### src/rtl/uart_pkg.sv
// Shared UART definitions: state encodings, oversampling rate, defaults, parity helper.
package uart_pkg;

  // Ticks of the baud enable per bit period.
  localparam int unsigned OS_TICK = 16;

  // Frame defaults shared by transmitter and receiver.
  localparam int unsigned N_BITS_DEF  = 8;
  localparam int unsigned SB_TICK_DEF = 16;

  // State encoding is common to uart_tx and uart_rx; codes 5..7 are illegal.
  typedef logic [2:0] state_t;
  localparam state_t StIdle   = 3'd0;
  localparam state_t StStart  = 3'd1;
  localparam state_t StData   = 3'd2;
  localparam state_t StParity = 3'd3;
  localparam state_t StStop   = 3'd4;

  // Even parity over up to 32 data bits; callers zero-extend narrower words.
  function automatic logic even_parity(input logic [31:0] data);
    return ^data;
  endfunction

endpackage

### src/rtl/uart_tx.sv
// UART transmitter: start, N_BITS data LSB first, even parity, SB_TICK ticks of stop.
// A one-entry holding register lets a second byte queue up during a frame.
module uart_tx
  import uart_pkg::*;
#(
  parameter int unsigned N_BITS  = N_BITS_DEF,  // 1..32
  parameter int unsigned SB_TICK = SB_TICK_DEF  // 16/24/32 = 1/1.5/2 stop bits
) (
  input  logic              clk,
  input  logic              reset,
  input  logic              s_tick,
  input  logic              tx_start,
  input  logic [N_BITS-1:0] din,
  output logic              tx_ready,
  output logic              tx_busy,
  output logic              tx_done_tick,
  output logic              tx
);

  localparam int unsigned SW = ($clog2(SB_TICK) > 4) ? $clog2(SB_TICK) : 4;
  localparam int unsigned NW = (N_BITS > 2) ? $clog2(N_BITS) : 1;

  localparam logic [SW-1:0] BitLast  = SW'(OS_TICK - 1);
  localparam logic [SW-1:0] StopLast = SW'(SB_TICK - 1);
  localparam logic [NW-1:0] NLast    = NW'(N_BITS - 1);

  state_t              state_q, state_d;
  logic [SW-1:0]       s_q, s_d;
  logic [NW-1:0]       n_q, n_d;
  logic [N_BITS-1:0]   shift_q, shift_d;
  logic                par_q, par_d;
  logic [N_BITS-1:0]   hold_q, hold_d;
  logic                hold_par_q, hold_par_d;
  logic                hold_valid_q, hold_valid_d;
  logic                tx_q, tx_d;

  logic                accept;
  logic                stop_end;
  logic                load_direct;
  logic                transfer;
  logic                illegal;
  logic                din_par;

  assign accept  = tx_start & ~hold_valid_q;
  assign din_par = even_parity(32'(din));

  // State and datapath registers.
  always_ff @(posedge clk) begin
    if (reset) begin
      state_q      <= StIdle;
      s_q          <= '0;
      n_q          <= '0;
      shift_q      <= '0;
      par_q        <= 1'b0;
      hold_q       <= '0;
      hold_par_q   <= 1'b0;
      hold_valid_q <= 1'b0;
      tx_q         <= 1'b1;
    end else begin
      state_q      <= state_d;
      s_q          <= s_d;
      n_q          <= n_d;
      shift_q      <= shift_d;
      par_q        <= par_d;
      hold_q       <= hold_d;
      hold_par_q   <= hold_par_d;
      hold_valid_q <= hold_valid_d;
      tx_q         <= tx_d;
    end
  end

  // Next-state: bit sequencing on s_tick, plus direct/held loading of new bytes.
  always_comb begin
    state_d      = state_q;
    s_d          = s_q;
    n_d          = n_q;
    shift_d      = shift_q;
    par_d        = par_q;
    hold_d       = hold_q;
    hold_par_d   = hold_par_q;
    hold_valid_d = hold_valid_q;
    stop_end     = 1'b0;
    load_direct  = 1'b0;
    transfer     = 1'b0;
    illegal      = 1'b0;

    case (state_q)
      StIdle: begin
        // Held byte in idle is unreachable in normal flow but drains safely if it occurs.
        if (hold_valid_q) transfer = 1'b1;
        else if (accept)  load_direct = 1'b1;
      end
      StStart: begin
        if (s_tick) begin
          if (s_q == BitLast) begin
            s_d     = '0;
            n_d     = '0;
            state_d = StData;
          end else begin
            s_d = s_q + 1'b1;
          end
        end
      end
      StData: begin
        if (s_tick) begin
          if (s_q == BitLast) begin
            s_d     = '0;
            shift_d = shift_q >> 1;
            n_d     = n_q + 1'b1;
            if (n_q == NLast) state_d = StParity;
          end else begin
            s_d = s_q + 1'b1;
          end
        end
      end
      StParity: begin
        if (s_tick) begin
          if (s_q == BitLast) begin
            s_d     = '0;
            state_d = StStop;
          end else begin
            s_d = s_q + 1'b1;
          end
        end
      end
      StStop: begin
        if (s_tick) begin
          if (s_q == StopLast) begin
            stop_end = 1'b1;
            s_d      = '0;
            if (hold_valid_q) transfer = 1'b1;
            else if (accept)  load_direct = 1'b1;
            else              state_d = StIdle;
          end else begin
            s_d = s_q + 1'b1;
          end
        end
      end
      default: begin
        illegal = 1'b1;
        state_d = StIdle;
        s_d     = '0;
        n_d     = '0;
      end
    endcase

    if (transfer) begin
      shift_d      = hold_q;
      par_d        = hold_par_q;
      hold_valid_d = 1'b0;
      state_d      = StStart;
      s_d          = '0;
    end else if (load_direct) begin
      shift_d = din;
      par_d   = din_par;
      state_d = StStart;
      s_d     = '0;
    end else if (accept && !illegal) begin
      // Busy mid-frame: park the byte until the current stop time ends.
      hold_d       = din;
      hold_par_d   = din_par;
      hold_valid_d = 1'b1;
    end

    if (illegal) hold_valid_d = 1'b0;
  end

  // Outputs: line level follows the next state so tx is registered with no extra latency.
  always_comb begin
    tx_d = 1'b1;
    case (state_d)
      StStart:  tx_d = 1'b0;
      StData:   tx_d = shift_d[0];
      StParity: tx_d = par_d;
      default:  tx_d = 1'b1;
    endcase
    tx_done_tick = stop_end & ~reset;
  end

  assign tx       = tx_q;
  assign tx_busy  = (state_q != StIdle);
  assign tx_ready = ~hold_valid_q;

endmodule

### config.mk
export PLATFORM = sky130hd
export DESIGN_NAME = uart_tx
export DESIGN_NICKNAME = d
export VERILOG_FILES = /design/src/rtl/uart_pkg.sv /design/src/rtl/uart_tx.sv
export SDC_FILE = /design/constraint.sdc
export NUM_CORES = 1
export LEC_CHECK = 0
export ABC_AREA = 1
export BUFFER_PORTS_ARGS = -buffer_cell sky130_fd_sc_hd__buf_2
export CORE_AREA = 2 2 82 84
export CTS_CLUSTER_SIZE = 12
export DETAILED_ROUTE_END_ITERATION = 16
export DIE_AREA = 0 0 84 86
export MAX_ROUTING_LAYER = met4
export REMOVE_ABC_BUFFERS = 1
export SYNTH_ARGS = -nofsm -noshare
export SYNTH_HDL_FRONTEND = slang
export SYNTH_SLANG_ARGS = --single-unit
### constraint.sdc
create_clock -name clk -period 1.7 [get_ports clk]
set_input_delay 0.255 -clock clk [delete_from_list [all_inputs] [get_ports clk]]
set_output_delay 0.255 -clock clk [all_outputs]
set_load 0.02 [all_outputs]
## Yosys cells after proc, flatten, opt, wreduce, memory -nomap -nowiden

Cells that the tools add are included.

| storage, ports and cells | value |
|---|---|
| flip-flop bits (word level) | 30 |
| bits of input ports | 12 |
| output and inout bits | 4 |
| word-level logic and storage cells | 94 |

| cells by class | value |
|---|---|
| add/sub/neg operators | 2 |
| eq/ne operators | 14 |
| mux-type cells | 42 |
| bitwise gates (word level) | 9 |
| reduce and logical (&&, ||, !) cells | 17 |

Operator list:

| kind | number |
|---|---|
| two-way mux 3 bit | 17 |
| two-way mux 8 bit | 5 |
| parity 32 bit | 1 |
| one-hot mux 3 bit (5 select lines) | 1 |
| == test 3 x 2 -> 1 bit (second input constant) | 4 |
| two-way mux 1 bit | 12 |
| nonzero test 3 bit | 4 |
| one-hot mux 3 bit (3 select lines) | 1 |
| OR reduction 3 bit | 3 |
| two-way mux 4 bit | 2 |
| inequality test 2 bit (second input constant) | 4 |
| one-hot mux 4 bit (2 select lines) | 1 |
| inverter 1 bit | 7 |
| == test 3 x 1 -> 1 bit (second input constant) | 2 |
| == test 3 bit (second input constant) | 2 |
| AND reduction 3 bit | 2 |
| AND reduction 5 bit | 1 |
| OR reduction 5 bit | 1 |
| adder 4 x 1 -> 4 bit (second input constant) | 1 |
| == test 4 bit (second input constant) | 1 |
| one-hot mux 1 bit (2 select lines) | 2 |
| AND reduction 2 bit | 2 |
| OR reduction 4 bit | 1 |
| adder 3 x 1 -> 3 bit (second input constant) | 1 |
| other kinds (5) | 6 |

## Depth between registers and ports, before layout

| depth | value |
|---|---|
| depth after elaboration | 11 |
| mapped depth | 11 |
| depth with buffers taken out | 11 |

## Worst setup path after synthesis

No wires, ideal clock.

| path | value |
|---|---|
| path type | register -> register |
| start point | register s_q[0] |
| end point | register shift_q[6] |
| library setup time | 0.115 ns |
| arrival time | 1.429 ns |
| data required time | 1.585 ns |
| path slack | 0.157 ns |
| stages on the path, launching flop included | 12 |
| path buffers | 1 |
| period minus slack after synthesis | 1.543 ns |
| path through | dfxtp_1 -> ha_1 -> nand3_4 -> nor2_8 -> nand2_4 -> nand2_8 -> o21ai_4 -> nand2_4 -> buf_6 -> inv_2 -> nor2_1 -> nor2_1 |

| on the way | value |
|---|---|
| word-level cells in the longest chain between the ends | 6 |
| elaborated cells on any way between the ends | 13 |
| classes of those cells | eq/ne: 1; mux: 8; reduce/logical: 4 |

Ends and longest elaborated chain:

| what | RTL line | RTL |
|---|---|---|
| from (decl) | uart_tx.sv:28 | `logic [SW-1:0] s_q, s_d;` |
| from (signal assigned) | uart_tx.sv:51 | `s_q <= '0;` |
| from (signal assigned) | uart_tx.sv:61 | `s_q <= s_d;` |
| == test 4 bit (*) | uart_tx.sv:106, uart_tx.sv:128 |  |
| two-way mux 1 bit | uart_tx.sv:128 | `if (s_q == StopLast) begin` |
| two-way mux 1 bit | uart_tx.sv:127 | `if (s_tick) begin` |
| one-hot mux 1 bit (2 select lines) | uart_tx.sv:87 | `case (state_q)` |
| nonzero test 3 bit (no source line) / two-way mux 8 bit (equally long branches) | -- |  |
| AND reduction 3 bit (no source line) / two-way mux 8 bit (equally long branches) | -- |  |
| to (signal assigned) | uart_tx.sv:63 | `shift_q <= shift_d;` |
| to (decl) | uart_tx.sv:30 | `logic [N_BITS-1:0] shift_q, shift_d;` |

Every way passes the cells marked *; elsewhere a longest branch is shown, timed or not.
A chain may end at the register's enable or synchronous reset.

## Final worst setup path

| path | value |
|---|---|
| start point | register s_q[1] |
| end point | output tx_done_tick |

| on the way | value |
|---|---|
| word-level cells in the longest chain between the ends | 5 |

Ends and longest elaborated chain:

| what | RTL line | RTL |
|---|---|---|
| == test 4 bit | uart_tx.sv:128 |  |
| two-way mux 1 bit | uart_tx.sv:128 |  |
| two-way mux 1 bit | uart_tx.sv:127 |  |
| two-way mux 1 bit | uart_tx.sv:87 |  |
| AND 1 bit | uart_tx.sv:177 | `tx_done_tick = stop_end & ~reset;` |
| to (decl) | uart_tx.sv:16 | `output logic tx_done_tick,` |

No other way between the ends.

==> reports/qor.yml <==
sta:
  fmax_ghz: 0.6125
  setup_violations: 0
  worstMarginPinSlew_ps: 533.6
  relSlewSlack_pct: 64.39
  period_share_pct: 96.04
  rsz0062_at_grt: "true"
  hold_viol: 0
  period_minus_slack_ps: 1633
  worst_clock_skew_ps: 4.845
  whs_ps: 230.5
  drv_slew: 0
floorplanning:
  num_io_pins: 16
  initial_utilization_pct: 29.20
  core_um2: 6277
  dieArea_um2: 7224
  fp.dieH_um: 86
  num_rows: 29
  die_x_um: 84
logic_synthesis:
  netlist_area_um2: 1833
  ys_warn_count: 0
  synth_area_leaders: "dfxtp_1, nand2_1, inv_1"
  async_flop_share_pct: 0
  yosysTopAreaCell: "dfxtp_1"
  ys.flop_type: "dfxtp_1"
  synth_seq_cells: 30
  synth_top_cell_area_share_pct: 32.76
  ys_seq_area_share_pct: 32.76
  syn_inst: 258
  synth_edf_count: 0
  synthDistinctLibCells: 35
  syn_avg_cell_area_um2: 7.105
power_and_ir_drop:
  seqPwrFrac_pct: 40.9
  switching_share_pct: 35.33
  combPwrFrac_pct: 29.5
  p_leak_nw: 1.036
  clkPwrFrac_pct: 29.6
  power.switching_mw: 0.7193
  p_per_area_nw_per_um2: 954.9
  p_int_mw: 1.317
  power_mw: 2.036
  ir_drop_v: 0.0003425
drt:
  drtPass1Iterations: 4
  routedWlPerCell_um: 11.02
  ant_nets: 0
  via_per_inst: 4.612
  first_iter_violations: 64
  drt_wl_total_mm: 3.945
  drc: 0
  via_count: 1651
final_layout:
  final_cell_mix: "nand2_1, inv_1, dfxtp_1"
  post-route-util_pct: 33.96
  drive_gt1_share_pct: 25.27
  nets: 295
  layout_commonest_cell: "nand2_1"
  fill_cells: 673
  diodes: 0
  syn2layout_area_growth_pct: 16.31
place:
  gp_congestion: 0.8927
  port_buffers: 15
  hpwl_mm: 2.957
critical_path:
  crit_path_max_fanout: 4
  crit_type: "reg -> out"
  cp-start-kind: "register"
  path_buf_inv: 1
  cpPeakStageDelay_ps: 370
  cp.required_ps: 1440
  slowest_stage: "dfxtp_4"
  cp_top_family: "simple AND/OR/NAND/NOR gates"
  path_cells: "ha_4 > nand3_4 > nor2_8 > nand2_4 > nor2_2 > buf_4"
  arrival_ps: 1380
  end_kind: "primary output"
status:
  status: "finished clean"
cts:
  htree_levels: 2
  cts_made_buffers: 5
  clkTransAtPathRegs_ps: 60
  cts.path.max_buffers: 2
  root_buffer: "clkbuf_8"
  cts_tree: "yes"
  cts.sinks: 30
  clk_latency_ps: 280
grt:
  grt-ovfl-total: 0
  grt_max_degree: 20
  antenna_found_initial: 0
  grt_usage_pct: 12.41
  grt_pass1_wl_mm: 7.100
  grt_pass1_vias: 1582
hold_path:
  min_path_type: "in -> reg"
job:
  timing.max_cap.violations: 0
-- final timing paths --
kind	from	to	cells after the start	slack (ps)
max	s_q[1]	tx_done_tick	6	70
min	reset	hold_q[6]	2	230
max reg2reg	s_q[1]	tx	11	120
min reg2reg	hold_q[2]	hold_q[2]	2	460
-- power groups by stage --
| stage | clock (mW) | combinational (mW) | sequential [mW] |
|---|---|---|---|
| 2_1_floorplan | 0 | 0.464 | 0.846 |
| 3_3_place_gp | 0 | 0.593 | 0.849 |
| 3_5_place_dp | 0 | 0.599 | 0.849 |
| 4_1_cts | 0.616 | 0.602 | 0.835 |
| 5_1_grt | 0.650 | 0.688 | 0.843 |
| 6_report | 0.603 | 0.601 | 0.833 |
-- synthesized netlist by cell type (2+ instances only) --
library cell and number:
nand2_4 6, o21ai_1 8, inv_1 31, nand3_1 16, o21ai_0 13, a21oi_1 15
nor2_2 2, nand2_2 3, ha_1 3, a211oi_2 2, a21oi_2 6, nor2_1 24
a22oi_1 5, xor2_1 2, nand4_1 3, dfxtp_1 30, nor2_4 2, nand2_1 58
o21ai_2 3, inv_2 11
-- sequential cells by signal, summed over array words and instances (netlist names) --
register,count
hold_par_q,1
hold_q,8
hold_valid_q,1
n_q,3
par_q,1
s_q,4
shift_q,8
state_q,3
tx,1
-- stage by stage --
step	cells	setup TNS, ps	setup slack (ps)	instance area [um2]
2_1_floorplan	254	0	181.5	1798
3_3_place_gp	348	0	60.20	1984
3_5_place_dp	348	0	10.55	1984
4_1_cts	357	0	8.050	2101
5_1_grt	358	-16.35	-16.35	2132
6_report	358	0	67.32	2132
-- layout make-up --
cell class | count | area [um2] | share of cell area, %
multi-input combinational | 181 | 1061 | 49.77
inverter | 43 | 163.9 | 7.688
sequential | 30 | 608.1 | 28.52
clock inverter | 1 | 5.005 | 0.2347
timing repair buffer | 19 | 111.4 | 5.223
clock buffer | 7 | 86.33 | 4.049
tap | 77 | 96.34 | 4.519
-- cell families after synthesis --
kind of cell / Yosys count / share of synthesized area (%)
flip-flops: 30 / 32.76
AO/OA/AOI/OAI: 58 / 20.96
adder cells (fa/ha/maj): 3 / 2.048
AND/OR/NAND/NOR: 117 / 31.95
XOR/XNOR: 3 / 1.434
buffers and inverters: 47 / 10.85
-- what timing repair did --
action / CTS / global route
endpoints found under the setup margin: 2 / 2
hold buffers: 0 / 0
pin swaps: 2 / 3
buffers inserted: 1 / 1
gates resized for setup: 5 / 7
-- per-layer routing --
metal / up-vias / global-route usage (%) / wire [um]
met3: 5 / 4.331 / 208
met5: - / - / 0
li1: 873 / - / -
met1: 736 / 15.94 / 1998
met2: 37 / 18.84 / 1711
met4: 0 / 2.933 / 27
(Power assumes the default switching activity.)
